File: config.mk
export PLATFORM = sky130hd
export DESIGN_NAME = silife_max7219_ctrl
export DESIGN_NICKNAME = d
export VERILOG_FILES = /design/src/rtl/silife_max7219_ctrl.sv
export SDC_FILE = /design/constraint.sdc
export NUM_CORES = 1
export LEC_CHECK = 0
export CAP_MARGIN = 25
export CORE_ASPECT_RATIO = 1.4
export CORE_MARGIN = 5
export CORE_UTILIZATION = 46
export DETAILED_ROUTE_END_ITERATION = 10
export PLACE_DENSITY = 0.89
export SKIP_LAST_GASP = 1
export SYNTH_ARGS = -nofsm -noshare
export SYNTH_HDL_FRONTEND = slang
export SYNTH_SLANG_ARGS = --single-unit
File: constraint.sdc
create_clock -name clk -period 2.3 [get_ports clk]
set_clock_uncertainty 0.2 [all_clocks]
set_input_delay 0.575 -clock clk [delete_from_list [all_inputs] [get_ports clk]]
set_output_delay 0.575 -clock clk [all_outputs]
set_load 0.02 [all_outputs]
File: src/rtl/silife_max7219_ctrl.sv
// Sequencer for a cascade of MAX7219 LED matrix drivers: builds the config and
// frame-row word groups, drives LOAD (o_cs_n) and handshakes with a 16-bit SPI master.
module silife_max7219_ctrl #(
  parameter int NUM_CHIPS      = 1,
  parameter int CS_HIGH_CYCLES = 2,
  localparam int CW = (NUM_CHIPS > 1) ? $clog2(NUM_CHIPS) : 1
) (
  input  logic          clk,
  input  logic          reset_n,
  input  logic          i_enable,
  input  logic          i_refresh,
  input  logic          i_reinit,
  input  logic [3:0]    i_intensity,
  output logic          o_rd_en,
  output logic [CW-1:0] o_rd_chip,
  output logic [2:0]    o_rd_row,
  input  logic [7:0]    i_rd_data,
  output logic [15:0]   o_spi_word,
  output logic          o_spi_start,
  input  logic          i_spi_busy,
  output logic          o_cs_n,
  output logic          o_ready,
  output logic          o_busy,
  output logic          o_frame_done,
  output logic [2:0]    o_dbg_state
);

  // SPI handshake: o_spi_start is a one-cycle request with o_spi_word already
  // valid; the master raises i_spi_busy while shifting and drops it when done.
  // o_spi_word is held from the start pulse until i_spi_busy falls.
  typedef enum logic [2:0] {
    IDLE     = 3'd0,
    CS_SETUP = 3'd1,
    FETCH    = 3'd2,
    ISSUE    = 3'd3,
    WAIT_HI  = 3'd4,
    WAIT_LO  = 3'd5,
    CS_HOLD  = 3'd6,
    CS_GAP   = 3'd7
  } state_t;

  localparam logic [CW-1:0] LAST_CHIP = CW'(NUM_CHIPS - 1);
  localparam int            GW        = ($clog2(CS_HIGH_CYCLES) > 0) ? $clog2(CS_HIGH_CYCLES) : 1;
  localparam logic [GW-1:0] GAP_LAST  = GW'(CS_HIGH_CYCLES - 1);

  state_t        state;
  state_t        state_d;
  logic [CW-1:0] chip_idx;
  logic [2:0]    grp_idx;
  logic [GW-1:0] gap_cnt;
  logic          is_cfg;
  logic          fetch_wait;
  logic          cfg_pend;
  logic          ref_pend;
  logic          boot;
  logic          last_grp;
  logic          job_start;
  logic          job_abort;

  function automatic logic [15:0] cfg_word(input logic [2:0] g, input logic [3:0] inten);
    logic [15:0] w;
    case (g)
      3'd0:    w = 16'h0F00;
      3'd1:    w = 16'h0B07;
      3'd2:    w = 16'h0900;
      3'd3:    w = {8'h0A, 4'h0, inten};
      default: w = 16'h0C01;
    endcase
    return w;
  endfunction

  assign last_grp  = is_cfg ? (grp_idx == 3'd4) : (grp_idx == 3'd7);
  assign job_start = (state == IDLE) && (state_d == CS_SETUP);
  assign job_abort = (state == CS_GAP) && (state_d == IDLE) && !i_enable;

  assign o_rd_en     = (state == FETCH) && !fetch_wait;
  assign o_rd_chip   = chip_idx;
  assign o_rd_row    = grp_idx;
  assign o_spi_start = (state == ISSUE);
  assign o_busy      = (state != IDLE);
  assign o_dbg_state = state;

  always_ff @(posedge clk or negedge reset_n) begin
    if (!reset_n) state <= IDLE;
    else          state <= state_d;
  end

  always_comb begin
    state_d = state;
    case (state)
      IDLE:     if (i_enable && (cfg_pend || ref_pend)) state_d = CS_SETUP;
      CS_SETUP: state_d = is_cfg ? ISSUE : FETCH;
      FETCH:    if (fetch_wait) state_d = ISSUE;
      ISSUE:    state_d = WAIT_HI;
      WAIT_HI:  if (i_spi_busy) state_d = WAIT_LO;
      WAIT_LO: begin
        if (!i_spi_busy) begin
          if (chip_idx != '0) state_d = is_cfg ? ISSUE : FETCH;
          else                state_d = CS_HOLD;
        end
      end
      CS_HOLD:  state_d = CS_GAP;
      CS_GAP: begin
        if (gap_cnt == GAP_LAST) state_d = (last_grp || !i_enable) ? IDLE : CS_SETUP;
      end
      default:  state_d = IDLE;
    endcase
  end

  // Request flags: a new request in the same cycle as the clear wins, so a
  // reinit during a running config sequence re-arms it.
  always_ff @(posedge clk or negedge reset_n) begin
    if (!reset_n) begin
      boot     <= 1'b1;
      cfg_pend <= 1'b0;
      ref_pend <= 1'b0;
    end else begin
      if (job_start && cfg_pend) cfg_pend <= 1'b0;
      if (i_reinit || (boot && i_enable)) cfg_pend <= 1'b1;
      if (boot && i_enable) boot <= 1'b0;

      if ((job_start && !cfg_pend) || job_abort) ref_pend <= 1'b0;
      if (i_refresh) ref_pend <= 1'b1;
    end
  end

  always_ff @(posedge clk or negedge reset_n) begin
    if (!reset_n) begin
      o_cs_n       <= 1'b1;
      o_spi_word   <= 16'h0000;
      o_ready      <= 1'b0;
      o_frame_done <= 1'b0;
      chip_idx     <= '0;
      grp_idx      <= 3'd0;
      gap_cnt      <= '0;
      is_cfg       <= 1'b0;
      fetch_wait   <= 1'b0;
    end else begin
      o_frame_done <= 1'b0;
      case (state)
        IDLE: begin
          if (job_start) begin
            is_cfg   <= cfg_pend;
            grp_idx  <= 3'd0;
            chip_idx <= LAST_CHIP;
            o_cs_n   <= 1'b0;
          end
        end
        CS_SETUP: begin
          if (is_cfg) o_spi_word <= cfg_word(grp_idx, i_intensity);
        end
        FETCH: begin
          // First cycle strobes the read; the row data arrives one cycle later.
          fetch_wait <= !fetch_wait;
          if (fetch_wait) o_spi_word <= {4'h0, {1'b0, grp_idx} + 4'd1, i_rd_data};
        end
        WAIT_LO: begin
          if (!i_spi_busy && (chip_idx != '0)) chip_idx <= chip_idx - 1'b1;
        end
        CS_HOLD: begin
          o_cs_n  <= 1'b1;
          gap_cnt <= '0;
          if (last_grp && is_cfg)  o_ready      <= 1'b1;
          if (last_grp && !is_cfg) o_frame_done <= 1'b1;
        end
        CS_GAP: begin
          gap_cnt <= gap_cnt + 1'b1;
          if (state_d == CS_SETUP) begin
            grp_idx  <= grp_idx + 3'd1;
            chip_idx <= LAST_CHIP;
            o_cs_n   <= 1'b0;
          end
        end
        default: ;
      endcase
    end
  end

endmodule
; After elaboration in Yosys (flattened, before gate mapping)
; Index checks and enable logic that the tools add are counted.
[totals]
reg_bits = 32
elab_cells = 101
in_bits = 18
output_inout_bits = 29
[op_classes]
eq_ne = 18
muxes = 29
reduce_logical = 37
addsub = 4
[ops]
columns = op, count
row1 = one-hot mux 11 bit (4 select lines), 1
row2 = 2-to-1 mux 16 bit, 2
row3 = one-hot mux 16 bit (2 select lines), 1
row4 = 2-to-1 mux 3 bit, 8
row5 = one-hot mux 3 bit (8 select lines), 1
row6 = equality test 3 bit (second input constant), 6
row7 = equality test 3 x 2 -> 1 bit (second input constant), 4
row8 = 2-to-1 mux 1 bit, 12
row9 = logical AND 1 bit, 11
row10 = inequality test 2 bit (second input constant), 5
row11 = nonzero test 2 bit, 5
row12 = equality test 3 x 1 -> 1 bit (second input constant), 3
row13 = logical NOT 3 bit, 3
row14 = AND reduction 3 bit, 3
row15 = nonzero test 3 bit, 3
row16 = one-hot mux 1 bit (3 select lines), 2
row17 = one-hot mux 3 bit (2 select lines), 1
row18 = logical NOT 1 bit, 5
row19 = adder 3 x 1 -> 4 bit (second input constant), 1
row20 = logical OR 1 bit, 4
row21 = AND reduction 2 bit, 2
row22 = AND reduction 4 bit, 1
row23 = adder 3 x 1 -> 3 bit (second input constant), 1
row24 = one-hot mux 1 bit (2 select lines), 1
row25 = 2 further kinds, 2

; Depth between registers and ports, before layout
[logic_depth]
depth_word = 12
depth_mapped = 7
ltp_nobuf = 6

; Least setup slack after synthesis
; Ideal clock, no wire load.
[synth_timing]
path_kind = register -> output
from = register state[2] (netlist: o_dbg_state[2])
to = output port o_rd_en
path_stages_with_launch = 5
t_arrival_ps = 1232
n_path_buf = 1
setup_slack_ps = 293
cell_sequence = dfrtp_1 -> buf_2 -> nor2_1 -> nand2_1 -> nor2_1
[synth_via]
elab_chain_len = 2
[synth_lines]
columns = item, line_no
row1 = start: declaration, 46  ; state_t state;
row2 = start signal: assignment, 85  ; else state <= state_d;
row3 = equality test 3 x 2 -> 1 bit, 76  ; assign o_rd_en = (state == FETCH) && !fetch_wait;
row4 = logical AND 1 bit, 76
row5 = end: declaration, 14  ; output logic o_rd_en,
; No other way between the ends.

; Worst setup path after layout
[layout_timing]
from = register grp_idx[1] (netlist: o_rd_row[1])
to = output port o_rd_row[1]
[layout_rtl]
columns = item, line_no
row1 = start: declaration, 49  ; logic [2:0] grp_idx;
row2 = start signal: assignment, 169  ; grp_idx <= grp_idx + 3'd1;
row3 = end: declaration, 16  ; output logic [2:0] o_rd_row,
; No word-level cell between the ends.

==> results.sh <==
export IMPL_grt_remaining_overflow=0
export IMPL_async_flop_share_pct=100.0
export IMPL_placed_cell_area_um2=1986
export IMPL_ys_flop_type="dfrtp_1"
export IMPL_grt_pass1_vias=1217
export IMPL_worstPathRequired_ps=1520
export IMPL_slowest_stage="clkdlybuf4s50_1"
export IMPL_ys_seq_area_share_pct=48.03
export IMPL_core_area_um2=3093
export IMPL_fin_area_um2=2037
export IMPL_drtAntennaViolNets=0
export IMPL_cpLargestDelayFamily="buffers and inverters"
export IMPL_r2r_setup_slack_ps=200
export IMPL_drtIter0Drc=34
export IMPL_finalCritPeriodShare_pct=95.34
export IMPL_tritoncts="yes"
export IMPL_layout_nets=227
export IMPL_holdBufCountCts=0
export IMPL_synthTopCellsByArea="dfrtp_1 44%, nand2_1 6.4%, ha_1 4.3%"
export IMPL_max_cap_violations=0
export IMPL_die_y_um=76.75
export IMPL_synth_edff_count=0
export IMPL_rsz0062_at_grt="false"
export IMPL_routed_wl_mm=3.517
export IMPL_antenna_cells=0
export IMPL_worstHoldPathCells=2
export IMPL_post_cts_setup_buffer_count=0
export IMPL_ys_warn_count=0
export IMPL_post_route_min_period_ps=2193
export IMPL_final_core_util_pct=65.86
export IMPL_critPathMaxFanout=7
export IMPL_crit_path_end_kind="primary output"
export IMPL_synthTopCellsByCount="26 x dfrtp_1, 25 x nand2_1, 12 x nor2_1"
export IMPL_fillers=249
export IMPL_clk_path_buf_depth=2
export IMPL_die_area_um2=4427
export IMPL_peakVddDrop_uv=653.3
export IMPL_grt_max_degree=29
export IMPL_crit_type="reg -> out"
export IMPL_p_leak_uw=0.0008879
export IMPL_dpl_cell_count=238
export IMPL_grt_use_total_pct=15.84
export IMPL_io_buffers=42
export IMPL_status="completed"
export IMPL_drt_vias_per_instance=5.202
export IMPL_area_growth_pct=39.15
export IMPL_cts_root_buf="clkbuf_8"
export IMPL_initial_core_util_pct=47.33
export IMPL_multi_input_area_um2=690.7
export IMPL_path_buf_inv=1
export IMPL_cp_arrival_ps=1420
export IMPL_clock_latency_ps=270
export IMPL_drive_gt1_share_pct=14.78
export IMPL_final_cell_count_no_fill=242
export IMPL_path_clk_slew_ps=100
export IMPL_syn_avg_cell_area_um2=9.695
export IMPL_slew_violations=0
export IMPL_grt_pass1_wl_mm=5.526
export IMPL_cp_depth=1
export IMPL_final_hold_viol_count=0
export IMPL_rr_worst_depth=6
export IMPL_yosysTopAreaCellShare_pct=44.44
export IMPL_seq_area_um2=705.7
export IMPL_io_pin_count=47
export IMPL_vias=1259
export IMPL_synth_top_area_cell="dfrtp_1"
export IMPL_place_hpwl_mm=2.699
export IMPL_critPathMaxStageDelay_ps=660
export IMPL_antenna_found_initial=0
export IMPL_synth_most_common_cell="dfrtp_1"
export IMPL_htreeDepth=1
export IMPL_die_w_um=57.68
export IMPL_synthesis_area_um2=1464
export IMPL_wl_per_cell_um=14.53
export IMPL_cp_start_kind="flop"
export IMPL_cts_sinks=28
export IMPL_cts_buffers=3
export IMPL_p_total_uw=2502
export IMPL_power_density_nw_per_um2=1228
export IMPL_setup_viol=0
export IMPL_drcViolationCount=0
export IMPL_fmax_mhz=456.0
export IMPL_syn_inst=151
export IMPL_min_path_type="reg -> reg"
export IMPL_gp_congestion=0.8115
export IMPL_rows=24
export IMPL_first_pass_iters=4
export IMPL_yosysUniqueCellTypes=43
export IMPL_path_cells="clkdlybuf4s50_1"
export IMPL_synth_ff_latch_count=28
-- cells by family after synthesis --
logic type                 synth area share (%)
other                                    0.2562
and+or+nand+nor                           19.32
xor gates and xnor gates                 0.5984
AOI/OAI and AO/OA                         17.35
DFF                                       48.03
muxes                                     4.274
buffers and inverters                     5.897
adders and majority gates                 4.274
-- area by class of cell --
class                   instances  share of cell area [%]
well taps                      39                   2.396
multi-input cells             109                   33.91
inverters                       6                   1.106
clock buffers                   4                   2.211
repair buffers                 56                   25.74
flip-flops and latches         28                   34.64
-- cells in the final DEF, fill, tap and decap left out, drive strengths merged, types with 3 or more instances in the layout --
cell           synthesis  routed
inv                    6       6
conb                   1       4
mux2                   4       4
nor3                   4       4
nand2                 25      25
nand3                  5       5
buf                    9      14
nor2                  12      12
ha                     5       5
o211ai                 3       3
dlygate4sd2            0       3
a21oi                  7       7
clkdlybuf4s50          0      38
a32o                   3       3
clkbuf                 2       4
o21ai                  9       9
nor2b                  3       3
dfrtp                 26      26
-- what timing repair did --
item | CTS | global route
resized for setup | 5 | 2
cloned | 0 | 0
endpoints found under the setup margin | 4 | 2
-- layer usage --
layer  global-route usage (%)  part of all wire [%]  up-vias  wire, um
met2                    28.62                    53       32      1859
met1                    18.27                    41      597      1437
met3                    2.353                   5.3        2       186
li1                         -                     -      628         -
met4                    5.800                  0.97        0        34
met5                        0                     0        -         0
-- state kept, by name, indices dropped and copies added (netlist names) --
name          flops
o_rd_row          3
o_frame_done      1
boot              1
cfg_pend          1
o_cs_n            1
o_dbg_state       3
o_rd_chip         1
gap_cnt           1
is_cfg            1
o_spi_word       12
fetch_wait        1
ref_pend          1
o_ready           1
-- report_power, final --
part / total, uW / internal (uW) / switching (uW)
Clock: 270 / 124 / 146
Sequential: 863 / 683 / 180
Combinational: 1370 / 651 / 719
Total: 2500 / 1460 / 1040
-- worst register-to-register path, delay by kind of cell (launching register included) --
kind                   cells  cell delay [ps]
AO/OA/AOI/OAI              2              360
buffers and inverters      1              220
flip-flops                 1              490
multiplexers               1              320
AND/OR/NAND/NOR            2              420
-- per-stage QoR --
step           TNS (ps)  hold slack (ps)  setup WS [ps]
6_report              0            278.2          107.1
5_1_grt               0            291.5          12.54
4_1_cts               0            283.7          20.56
3_5_place_dp     -37.10            259.6         -23.50
3_3_place_gp          0            249.1          8.310
2_1_floorplan         0            79.41          293.5
-- path summary, 6_finish.rpt --
kind / end / start
hold / removal: o_spi_word[5] / o_spi_word[5]
setup reg to reg: o_rd_row[0] / o_dbg_state[0]
hold reg to reg: o_spi_word[5] / o_spi_word[5]
setup / recovery: o_rd_row[1] / o_rd_row[1]
max in group asynchronous: boot / reset_n
min in group asynchronous: o_spi_word[8] / reset_n
No activity file was read; power rests on OpenSTA's default activity.
